File: config.mk
export PLATFORM = sky130hd
export DESIGN_NAME = mips_mem_responder_flat
export DESIGN_NICKNAME = d
export VERILOG_FILES = /design/src/rtl/mips_mem_responder_if.sv /design/src/rtl/mips_mem_responder.sv /design/src/flat_wrapper.sv
export SDC_FILE = /design/constraint.sdc
export NUM_CORES = 2
export LEC_CHECK = 0
export CAP_MARGIN = 20
export CORE_MARGIN = 2
export CORE_UTILIZATION = 40
export CTS_CLUSTER_DIAMETER = 60
export DETAILED_ROUTE_END_ITERATION = 8
export PLACE_DENSITY_LB_ADDON = 0.08
export SETUP_SLACK_MARGIN = 0.1
export SLEW_MARGIN = 20
export SYNTH_ARGS = -nofsm -noshare
export SYNTH_HDL_FRONTEND = slang
export SYNTH_SLANG_ARGS = --single-unit
export TNS_END_PERCENT = 100
File: constraint.sdc
create_clock -name clk -period 3.7 [get_ports clk]
set_clock_uncertainty 0.15 [all_clocks]
set_input_delay 0.74 -clock clk [delete_from_list [all_inputs] [get_ports clk]]
set_output_delay 0.74 -clock clk [all_outputs]
set_load 0.02 [all_outputs]
File: src/rtl/mips_mem_responder_if.sv
// Data-side bus between the single-cycle MIPS core and its memory responder.
// It also carries the valid/ready push port of the input byte FIFO.
// The master side is the core plus the byte producer; the slave side is the responder.
interface mips_mem_responder_if;

    // Core load/store bus
    logic        mem_wr;
    logic [31:0] mem_addr;
    logic [31:0] mem_writedata;
    logic [31:0] mem_readdata;

    // Input byte push port
    logic        in_valid;
    logic [7:0]  in_data;
    logic        in_ready;

    modport master (
        output mem_wr,
        output mem_addr,
        output mem_writedata,
        input  mem_readdata,
        output in_valid,
        output in_data,
        input  in_ready
    );

    modport slave (
        input  mem_wr,
        input  mem_addr,
        input  mem_writedata,
        output mem_readdata,
        input  in_valid,
        input  in_data,
        output in_ready
    );

endinterface

File: src/rtl/mips_mem_responder.sv
// Data-side memory responder for the single-cycle MIPS core.
// Loads are answered combinationally in the same cycle. Stores commit on the next rising edge.
// The address space has two targets:
//   - a word-addressed data RAM at DMEM_BASE
//   - a 16-byte I/O page at IO_BASE, which holds:
//       +0x0 FIFO_DATA : head of the input byte FIFO; a store pops one byte
//       +0x4 FIFO_STAT : {count, full, empty}; storing bit0=1 flushes the FIFO
//       +0x8 LED       : 16-bit LED register
//       +0xC CYCLE     : free-running cycle counter; a store loads it
// Reads never change state. Only mem_wr and the push handshake modify anything.
module mips_mem_responder #(
    parameter int unsigned DMEM_WORDS = 64,
    parameter int unsigned FIFO_DEPTH = 8,
    parameter logic [31:0] DMEM_BASE  = 32'h1001_0000,
    parameter logic [31:0] IO_BASE    = 32'h1002_0000
) (
    input  logic                 clk,
    input  logic                 reset,
    mips_mem_responder_if.slave  bus
);

    // ------------------------------------------------------------------
    // Derived sizes
    // ------------------------------------------------------------------
    localparam int unsigned AW = $clog2(DMEM_WORDS);   // RAM index width
    localparam int unsigned PW = $clog2(FIFO_DEPTH);   // FIFO pointer width
    localparam int unsigned CW = PW + 1;               // FIFO count width, holds 0..FIFO_DEPTH

    localparam logic [29:0]   RAM_WORDS  = 30'(DMEM_WORDS);
    localparam logic [CW-1:0] FULL_COUNT = CW'(FIFO_DEPTH);

    // Register slots of the I/O page, selected by mem_addr[3:2]
    typedef enum logic [1:0] {
        IO_FIFO_DATA = 2'd0,
        IO_FIFO_STAT = 2'd1,
        IO_LED       = 2'd2,
        IO_CYCLE     = 2'd3
    } io_reg_e;

    // ------------------------------------------------------------------
    // Storage
    // ------------------------------------------------------------------
    logic [31:0]   r_dmem     [DMEM_WORDS];
    logic [7:0]    r_fifo_mem [FIFO_DEPTH];

    logic [PW-1:0] r_rd_ptr;
    logic [PW-1:0] r_wr_ptr;
    logic [CW-1:0] r_count;
    logic [15:0]   r_led;
    logic [31:0]   r_cycle;

    // ------------------------------------------------------------------
    // Address decode (byte offset bits [1:0] are ignored throughout)
    // ------------------------------------------------------------------
    logic [29:0]   w_ram_word_off;
    logic          w_ram_hit;
    logic [AW-1:0] w_ram_idx;
    logic          w_io_hit;
    io_reg_e       w_io_reg;

    // Word offset from the RAM base. Addresses below the base wrap to a huge
    // offset, so a single unsigned compare covers both ends of the window.
    assign w_ram_word_off = bus.mem_addr[31:2] - DMEM_BASE[31:2];
    assign w_ram_hit      = (w_ram_word_off < RAM_WORDS);
    assign w_ram_idx      = w_ram_word_off[AW-1:0];

    // The I/O page is one aligned 16-byte block.
    assign w_io_hit = (bus.mem_addr[31:4] == IO_BASE[31:4]);
    assign w_io_reg = io_reg_e'(bus.mem_addr[3:2]);

    // ------------------------------------------------------------------
    // Store strobes per target
    // ------------------------------------------------------------------
    logic w_wr_ram;
    logic w_wr_fifo_data;
    logic w_wr_fifo_stat;
    logic w_wr_led;
    logic w_wr_cycle;

    assign w_wr_ram       = bus.mem_wr && w_ram_hit;
    assign w_wr_fifo_data = bus.mem_wr && w_io_hit && (w_io_reg == IO_FIFO_DATA);
    assign w_wr_fifo_stat = bus.mem_wr && w_io_hit && (w_io_reg == IO_FIFO_STAT);
    assign w_wr_led       = bus.mem_wr && w_io_hit && (w_io_reg == IO_LED);
    assign w_wr_cycle     = bus.mem_wr && w_io_hit && (w_io_reg == IO_CYCLE);

    // ------------------------------------------------------------------
    // FIFO status and events
    // ------------------------------------------------------------------
    logic w_full;
    logic w_empty;
    logic w_push;
    logic w_pop;
    logic w_flush;

    assign w_full  = (r_count == FULL_COUNT);
    assign w_empty = (r_count == '0);

    // A push completes whenever the handshake does. A flush in the same cycle
    // still discards the byte, because the flush clears the pointers below.
    assign w_push  = bus.in_valid && !w_full;
    // Popping an empty FIFO is a no-op. This matters when a push and a pop
    // arrive together on an empty FIFO.
    assign w_pop   = w_wr_fifo_data && !w_empty;
    assign w_flush = w_wr_fifo_stat && bus.mem_writedata[0];

    assign bus.in_ready = !w_full;

    // ------------------------------------------------------------------
    // Data RAM: full-word stores; loads see the old word until the edge
    // ------------------------------------------------------------------
    // Write the addressed RAM word on a store; contents survive reset
    // NOTE: large storage arrays get no reset branch, so they map onto plain RAM
    // rather than thousands of resettable flops.
    always_ff @(posedge clk) begin
        if (w_wr_ram) begin
            r_dmem[w_ram_idx] <= bus.mem_writedata;
        end
    end

    // ------------------------------------------------------------------
    // Input FIFO
    // ------------------------------------------------------------------
    // Capture the pushed byte at the write pointer (storage only, no reset)
    always_ff @(posedge clk) begin
        if (w_push) begin
            r_fifo_mem[r_wr_ptr] <= bus.in_data;
        end
    end

    // Pointer and occupancy bookkeeping; flush has priority over push/pop
    // NOTE: clocked state uses non-blocking (<=) assignments only, so every
    // flop samples pre-edge values regardless of statement order.
    always_ff @(posedge clk or posedge reset) begin
        if (reset) begin
            r_rd_ptr <= '0;
            r_wr_ptr <= '0;
            r_count  <= '0;
        end else if (w_flush) begin
            r_rd_ptr <= '0;
            r_wr_ptr <= '0;
            r_count  <= '0;
        end else begin
            // Pointers wrap naturally because FIFO_DEPTH is a power of two.
            if (w_push) begin
                r_wr_ptr <= r_wr_ptr + 1'b1;
            end
            if (w_pop) begin
                r_rd_ptr <= r_rd_ptr + 1'b1;
            end
            // A simultaneous push and pop leaves the count unchanged.
            if (w_push && !w_pop) begin
                r_count <= r_count + 1'b1;
            end else if (w_pop && !w_push) begin
                r_count <= r_count - 1'b1;
            end
        end
    end

    // ------------------------------------------------------------------
    // LED register
    // ------------------------------------------------------------------
    // Latch the low half-word of a store to the LED slot
    always_ff @(posedge clk or posedge reset) begin
        if (reset) begin
            r_led <= '0;
        end else if (w_wr_led) begin
            r_led <= bus.mem_writedata[15:0];
        end
    end

    // ------------------------------------------------------------------
    // Cycle counter
    // ------------------------------------------------------------------
    // Count every cycle; a store replaces the value for exactly one edge
    always_ff @(posedge clk or posedge reset) begin
        if (reset) begin
            r_cycle <= '0;
        end else if (w_wr_cycle) begin
            r_cycle <= bus.mem_writedata;
        end else begin
            r_cycle <= r_cycle + 32'd1;
        end
    end

    // ------------------------------------------------------------------
    // Combinational read mux
    // ------------------------------------------------------------------
    logic [7:0]  w_count8;
    logic [31:0] w_rdata;

    // The status word has an 8-bit count field. With a 256-deep FIFO a full
    // FIFO shows a count of 0 here; the full flag disambiguates.
    assign w_count8 = 8'(r_count);

    // Select read data from RAM or the I/O page; unmapped addresses read zero
    always_comb begin
        // NOTE: the default assignment first keeps this block purely
        // combinational; an uncovered path would otherwise infer a latch.
        w_rdata = '0;
        if (w_ram_hit) begin
            w_rdata = r_dmem[w_ram_idx];
        end else if (w_io_hit) begin
            case (w_io_reg)
                IO_FIFO_DATA: begin
                    if (!w_empty) begin
                        w_rdata = {24'h0, r_fifo_mem[r_rd_ptr]};
                    end
                end
                IO_FIFO_STAT: w_rdata = {16'h0, w_count8, 6'h0, w_full, w_empty};
                IO_LED:       w_rdata = {16'h0, r_led};
                IO_CYCLE:     w_rdata = r_cycle;
                default:      w_rdata = '0;
            endcase
        end
    end

    assign bus.mem_readdata = w_rdata;

endmodule

File: src/flat_wrapper.sv
// flat-port wrapper written by rule: the top's interface ports become plain ports
module mips_mem_responder_flat 
#(
    parameter int unsigned DMEM_WORDS = 64,
    parameter int unsigned FIFO_DEPTH = 8,
    parameter logic [31:0] DMEM_BASE  = 32'h1001_0000,
    parameter logic [31:0] IO_BASE    = 32'h1002_0000
)
  (clk, reset, bus_mem_wr, bus_mem_addr, bus_mem_writedata, bus_mem_readdata, bus_in_valid, bus_in_data, bus_in_ready);
  mips_mem_responder_if bus_i ();
  input  logic clk;
  input  logic reset;
  input wire logic [$bits(bus_i.mem_wr)-1:0] bus_mem_wr;
  input wire logic [$bits(bus_i.mem_addr)-1:0] bus_mem_addr;
  input wire logic [$bits(bus_i.mem_writedata)-1:0] bus_mem_writedata;
  output wire logic [$bits(bus_i.mem_readdata)-1:0] bus_mem_readdata;
  input wire logic [$bits(bus_i.in_valid)-1:0] bus_in_valid;
  input wire logic [$bits(bus_i.in_data)-1:0] bus_in_data;
  output wire logic [$bits(bus_i.in_ready)-1:0] bus_in_ready;
  assign bus_i.mem_wr = bus_mem_wr;
  assign bus_i.mem_addr = bus_mem_addr;
  assign bus_i.mem_writedata = bus_mem_writedata;
  assign bus_mem_readdata = bus_i.mem_readdata;
  assign bus_i.in_valid = bus_in_valid;
  assign bus_i.in_data = bus_in_data;
  assign bus_in_ready = bus_i.in_ready;
  mips_mem_responder #(.DMEM_WORDS(DMEM_WORDS), .FIFO_DEPTH(FIFO_DEPTH), .DMEM_BASE(DMEM_BASE), .IO_BASE(IO_BASE)) u_core (.clk(clk), .reset(reset), .bus(bus_i));
endmodule
==> results.env <==
OUTCOME='finished, violations left'
FAILED_CHECKS='negative setup slack'
MAXIMUM_FREQUENCY_FROM_STATIC_TIMING_ANALYSIS_MHz=238
POSTSYNTHREGISTERBITS=2170
SYNTH_MUX_AREA_FRAC=0.149
ANT_NETS=0
CLKSINKCOUNT=2170
LAYOUT-AREA-OVERHEAD-VS-SYNTH_PCT=29.5
TIMING.CRITICAL_PATH.FROM='bus_mem_addr[2]'
MAXCAPVIOLCOUNT=0
NET_COUNT_AFTER_SYNTHESIS=4171
POST_SYNTH_XOR_AREA_FRACTION=0.00395
MAIN_COMBINATIONAL_CELL_FAMILY_BY_AREA_AFTER_SYNTHESIS='multiplexers'
PERIOD_MINUS_SLACK_NS=4.20
SWITCHING_POWER_uW=12100
CTS-ROOT-BUF='sky130_fd_sc_hd__clkbuf_16'
CLK_PIN_SLEW_WORST_PATHS_NS=0.06
POWER-PER-CELL-AREA_nW_PER_UM2=491
GLOBAL_ROUTE.OVERFLOW_TOTAL=0
MAX-CLOCK-PATH-BUFFERS=3
POST_DRT_WL_PER_CELL_UM=38.3
TIMING.FINAL.MAX_SLEW_VIOLATIONS=0
WIRELENGTH_UM=314000
TIMING_WORST_SETUP_PATH_TYPE='in2out'
WORSTSETUPENDPOINT='bus_mem_readdata[16]'
CTS_MADE_BUFFERS=230
SYN_AREA_PER_CELL_SQ_UM=20.6
POWER_FRAC_COMB=0.073
WORSTREG2REGSTART='u_core.r_count[0]'
INITIALDRTVIOLATIONCOUNT=6536
SYNTH-EDFF-COUNT=2112
VIAS=48680
CRITPATHLAUNCHTYPE='primary input'
FRACTION_OF_REGISTERS_WITH_ASYNC_SET_RESET=0.0267
FF2FF_PATH_DEPTH=13
CRIT_REQUIRED_NS=2.81
CP_MAX_FO=7
DIEWIDTH_UM=463
SYNTH_WARN=0
DETAIL_ROUTE.DRC_VIOLATIONS=0
NUMPORTBUFFERS=106
POWER.SHARE.SWITCHING=0.225
MAXIMUM_NUMBER_OF_PINS_ON_ONE_NET_BEFORE_GLOBAL_ROUTE_REPAIR=67
RELSLEWSLACK=0.269
CRITPATHARRIVALTIME_NS=3.31
TIMING.FINAL.CRIT_SHARE=1.14
CRIT_END_ELEMENT='output pin'
INITIAL_UTILIZATION=0.402
P_INT_uW=41500
FILLER_CELL_COUNT=16768
FLOORPLAN.CORE_AREA_SQ_UM=210000
DIE_AREA_SQ_UM=214000
DRT-PASS1-ITER-COUNT=6
VDD_IR_DROP_MAX_mV=0.483
SYNTH.YOSYS.SEQ_AREA_SHARE=0.770
CTS_MAX_LEVEL=4
CPMOSTUSEDCELL='sky130_fd_sc_hd__buf_12'
YOSYS.AREA_SHARE.ADDER=0.00113
STATIC-LEAKAGE-POWER_uW=0.0366
TRACK_USAGE=0.290
MOST_USED_DFF_POST_SYNTH='sky130_fd_sc_hd__edfxtp_1'
SETUP_REPAIR_AFTER_GLOBAL_ROUTING_MISSED_ITS_MARGIN='yes'
PLACEMENT_ROWS=168
LAYOUT.NETS=5268
MAPPEDNETLISTAREA_SQ_UM=84300
TRITONCTS='yes'
BOUNDARYPINS=109
COMPLEX_GATE_FRACTION_OF_THE_SYNTHESIZED_AREA=0.0311
DIE_HEIGHT_UM=463
WORSTPATHCELLLIST='buf_16 > buf_12 > buf_12 > buf_12 > buf_8 > mux4_2 > a22o_1 > a31oi_1 > buf_4 > nand4_1 > buf_12 > a22o_4 > buf_6'
POST_SYNTH_AND_OR_NAND_NOR_AREA_FRACTION=0.0309
GRT_ANTENNA_BEFORE_REPAIR=16
SLOWEST_DELAY_NS=0.52
FINALWEIGHTEDCONGESTION=0.866
FINALSETUPVIOLATIONS=32
CLOCK_INSERTION_DELAY_WORST_SKEW_NS=0.91
NETLIST_INSTANCES=4088
CPMAXSTAGEDELAYCELL='sky130_fd_sc_hd__mux4_2'
WORST_SLEW_PIN_SLEW_NS=1.10
WORST_SLACK_NS=-0.500
POWER.CLOCK.FRACTION=0.420
R2R_END='u_core.r_count[3]'
NUMPLACEDINSTANCES=7526
FRACTION_OF_LAYOUT_INSTANCES_USING_A_DRIVE_STRENGTH_ABOVE_1=0.406
P_SEQ_FRAC=0.507
DRT-VIAS-PER-INSTANCE=5.94
WHS_NS=0.0955
SYNTH.DISTINCT_CELLS=66
FIRST_GLOBAL_VIAS=47246
REGAREA_SQ_UM=64900
MULTI_INPUT_COMB_AREA_SQ_UM=20400
LAYOUT.CELLS.NON_FILLER=8191
TIMING_HOLD_VIOLATIONS_FINAL=0
GRT_FIRST_PASS_WIRELENGTH_UM=420000
TIMING.REG2REG.SETUP_SLACK_NS=0.80
DETAILED_PLACE_HPWL_UM=206000
MIN_PATH_TYPE='in2async'
[layout by cell type (no fill, tap or decap), drive strengths merged, types with 9 or more instances in the layout]
cell	Yosys	routed
bufinv	0	13
inv	14	24
edfxtp	2112	2112
clkbuf	78	311
nor3	30	30
a22oi	134	134
clkdlybuf4s50	0	13
o211ai	11	11
a22o	14	14
nor2b	10	10
a21oi	35	35
o22ai	27	27
nand2	169	169
or3	9	9
xnor2	18	18
a221oi	18	18
dfrtp	58	58
nor2	129	129
nand3	90	90
mux2	36	36
and2	10	10
buf	144	1053
and3	21	21
o21ai	72	72
a32oi	9	9
mux2i	243	243
nand4	30	30
xor2	20	20
nor4	12	12
clkinvlp	0	10
clkinv	1	96
a31oi	12	12
mux4	431	431
[area by class of cell]
type,instances,share of cell area
sequential,2170,0.594
multi-input combinational,1681,0.187
timing repair buffer,1087,0.119
clock buffer,304,0.0568
tap,2805,0.0322
clock inverter,128,0.0100
inverter,15,0.000573
antenna,1,0.0000229
[worst min path at each step]
stage,end,slack (ns)
3_3_place_gp,u_core.r_led[14],0.34
2_1_floorplan,u_core.r_cycle[0],0.31
3_5_place_dp,u_core.r_led[14],0.34
4_1_cts,u_core.r_wr_ptr[1],0.07
6_report,u_core.r_wr_ptr[1],0.1
5_1_grt,u_core.r_wr_ptr[1],0.11
[metrics by stage]
stage	cell area (sq um)	setup WS, ns	utilization	TNS [ns]	total power (uW)
after floorplan	84800	-0.0527	-	-52.63	29100
after global placement	96600	-1.68	0.461	-854.21	31000
after detailed placement	96600	-1.40	0.461	-683.24	31000
after CTS	108000	-0.531	0.515	-10.41	53800
after global routing	109000	-0.586	0.521	-10.65	55000
final	109000	-0.500	0.521	-9.53	53600
[synthesized netlist by cell type, drive strengths merged, types with 7 or more instances]
master	instances	area, sq um
o21ai	72	360
and2	10	62.6
clkbuf	78	293
a221oi	18	158
xor2	20	175
mux2	36	405
nand4	30	188
nand2	169	634
o211ai	11	82.6
buf	144	855
nor3	30	161
mux2i	243	2430
nor4	12	75.1
o22ai	27	169
a22oi	134	1010
and3	21	131
edfxtp	2112	63400
a21oi	35	175
o221ai	7	61.3
or4	8	60.1
inv	14	52.6
mux4	431	9710
a31oi	12	75.1
a22o	14	123
or3	9	56.3
nor2	129	487
dfrtp	58	1450
xnor2	18	158
nand2b	8	50.1
nor2b	10	62.6
a32oi	9	78.8
nand3	90	450
[worst max-delay path, delay by kind of cell]
| kind | cells | cell delay (ns) |
|---|---|---|
| buffers and inverters | 8 | 1.19 |
| AOI/OAI and AO/OA | 3 | 0.60 |
| muxes | 1 | 0.52 |
| and+or+nand+nor | 1 | 0.21 |
[registers in the layout, indices dropped and copies added (netlist names)]
signal and count:
u_core.r_count 4, u_core.r_cycle 32, u_core.r_dmem 2048, u_core.r_fifo_mem 64
u_core.r_led 16, u_core.r_rd_ptr 3, u_core.r_wr_ptr 3
[cell families after synthesis]
family	Yosys count
compound gates	377
xor+xnor	38
fa+ha+maj	7
buf+inv	237
flops	2170
mux	710
simple gates	549
[power groups by stage]
| stage | combinational, uW | clock, uW | sequential [uW] |
|---|---|---|---|
| floorplan | 1420 | 0 | 27700 |
| global placement | 3260 | 0 | 27700 |
| detailed placement | 3270 | 0 | 27700 |
| CTS | 3770 | 22800 | 27200 |
| global route | 4100 | 23700 | 27200 |
| finish | 3920 | 22500 | 27200 |
[per-layer routing]
layer / vias to the layer above / wire (um) / global-route usage
li1: 19325 / - / -
met1: 26629 / 132000 / 0.416
met2: 2297 / 147000 / 0.456
met3: 425 / 25100 / 0.0483
met4: 4 / 9850 / 0.0831
met5: - / 22 / 0
[timing repair]
action,in CTS,in global routing
gates cloned,14,5
resized for setup,625,152
pin swaps,128,100
setup endpoints to repair,33,36
buffers inserted,168,55
hold buffers,0,0
(Power assumes the default switching activity.)
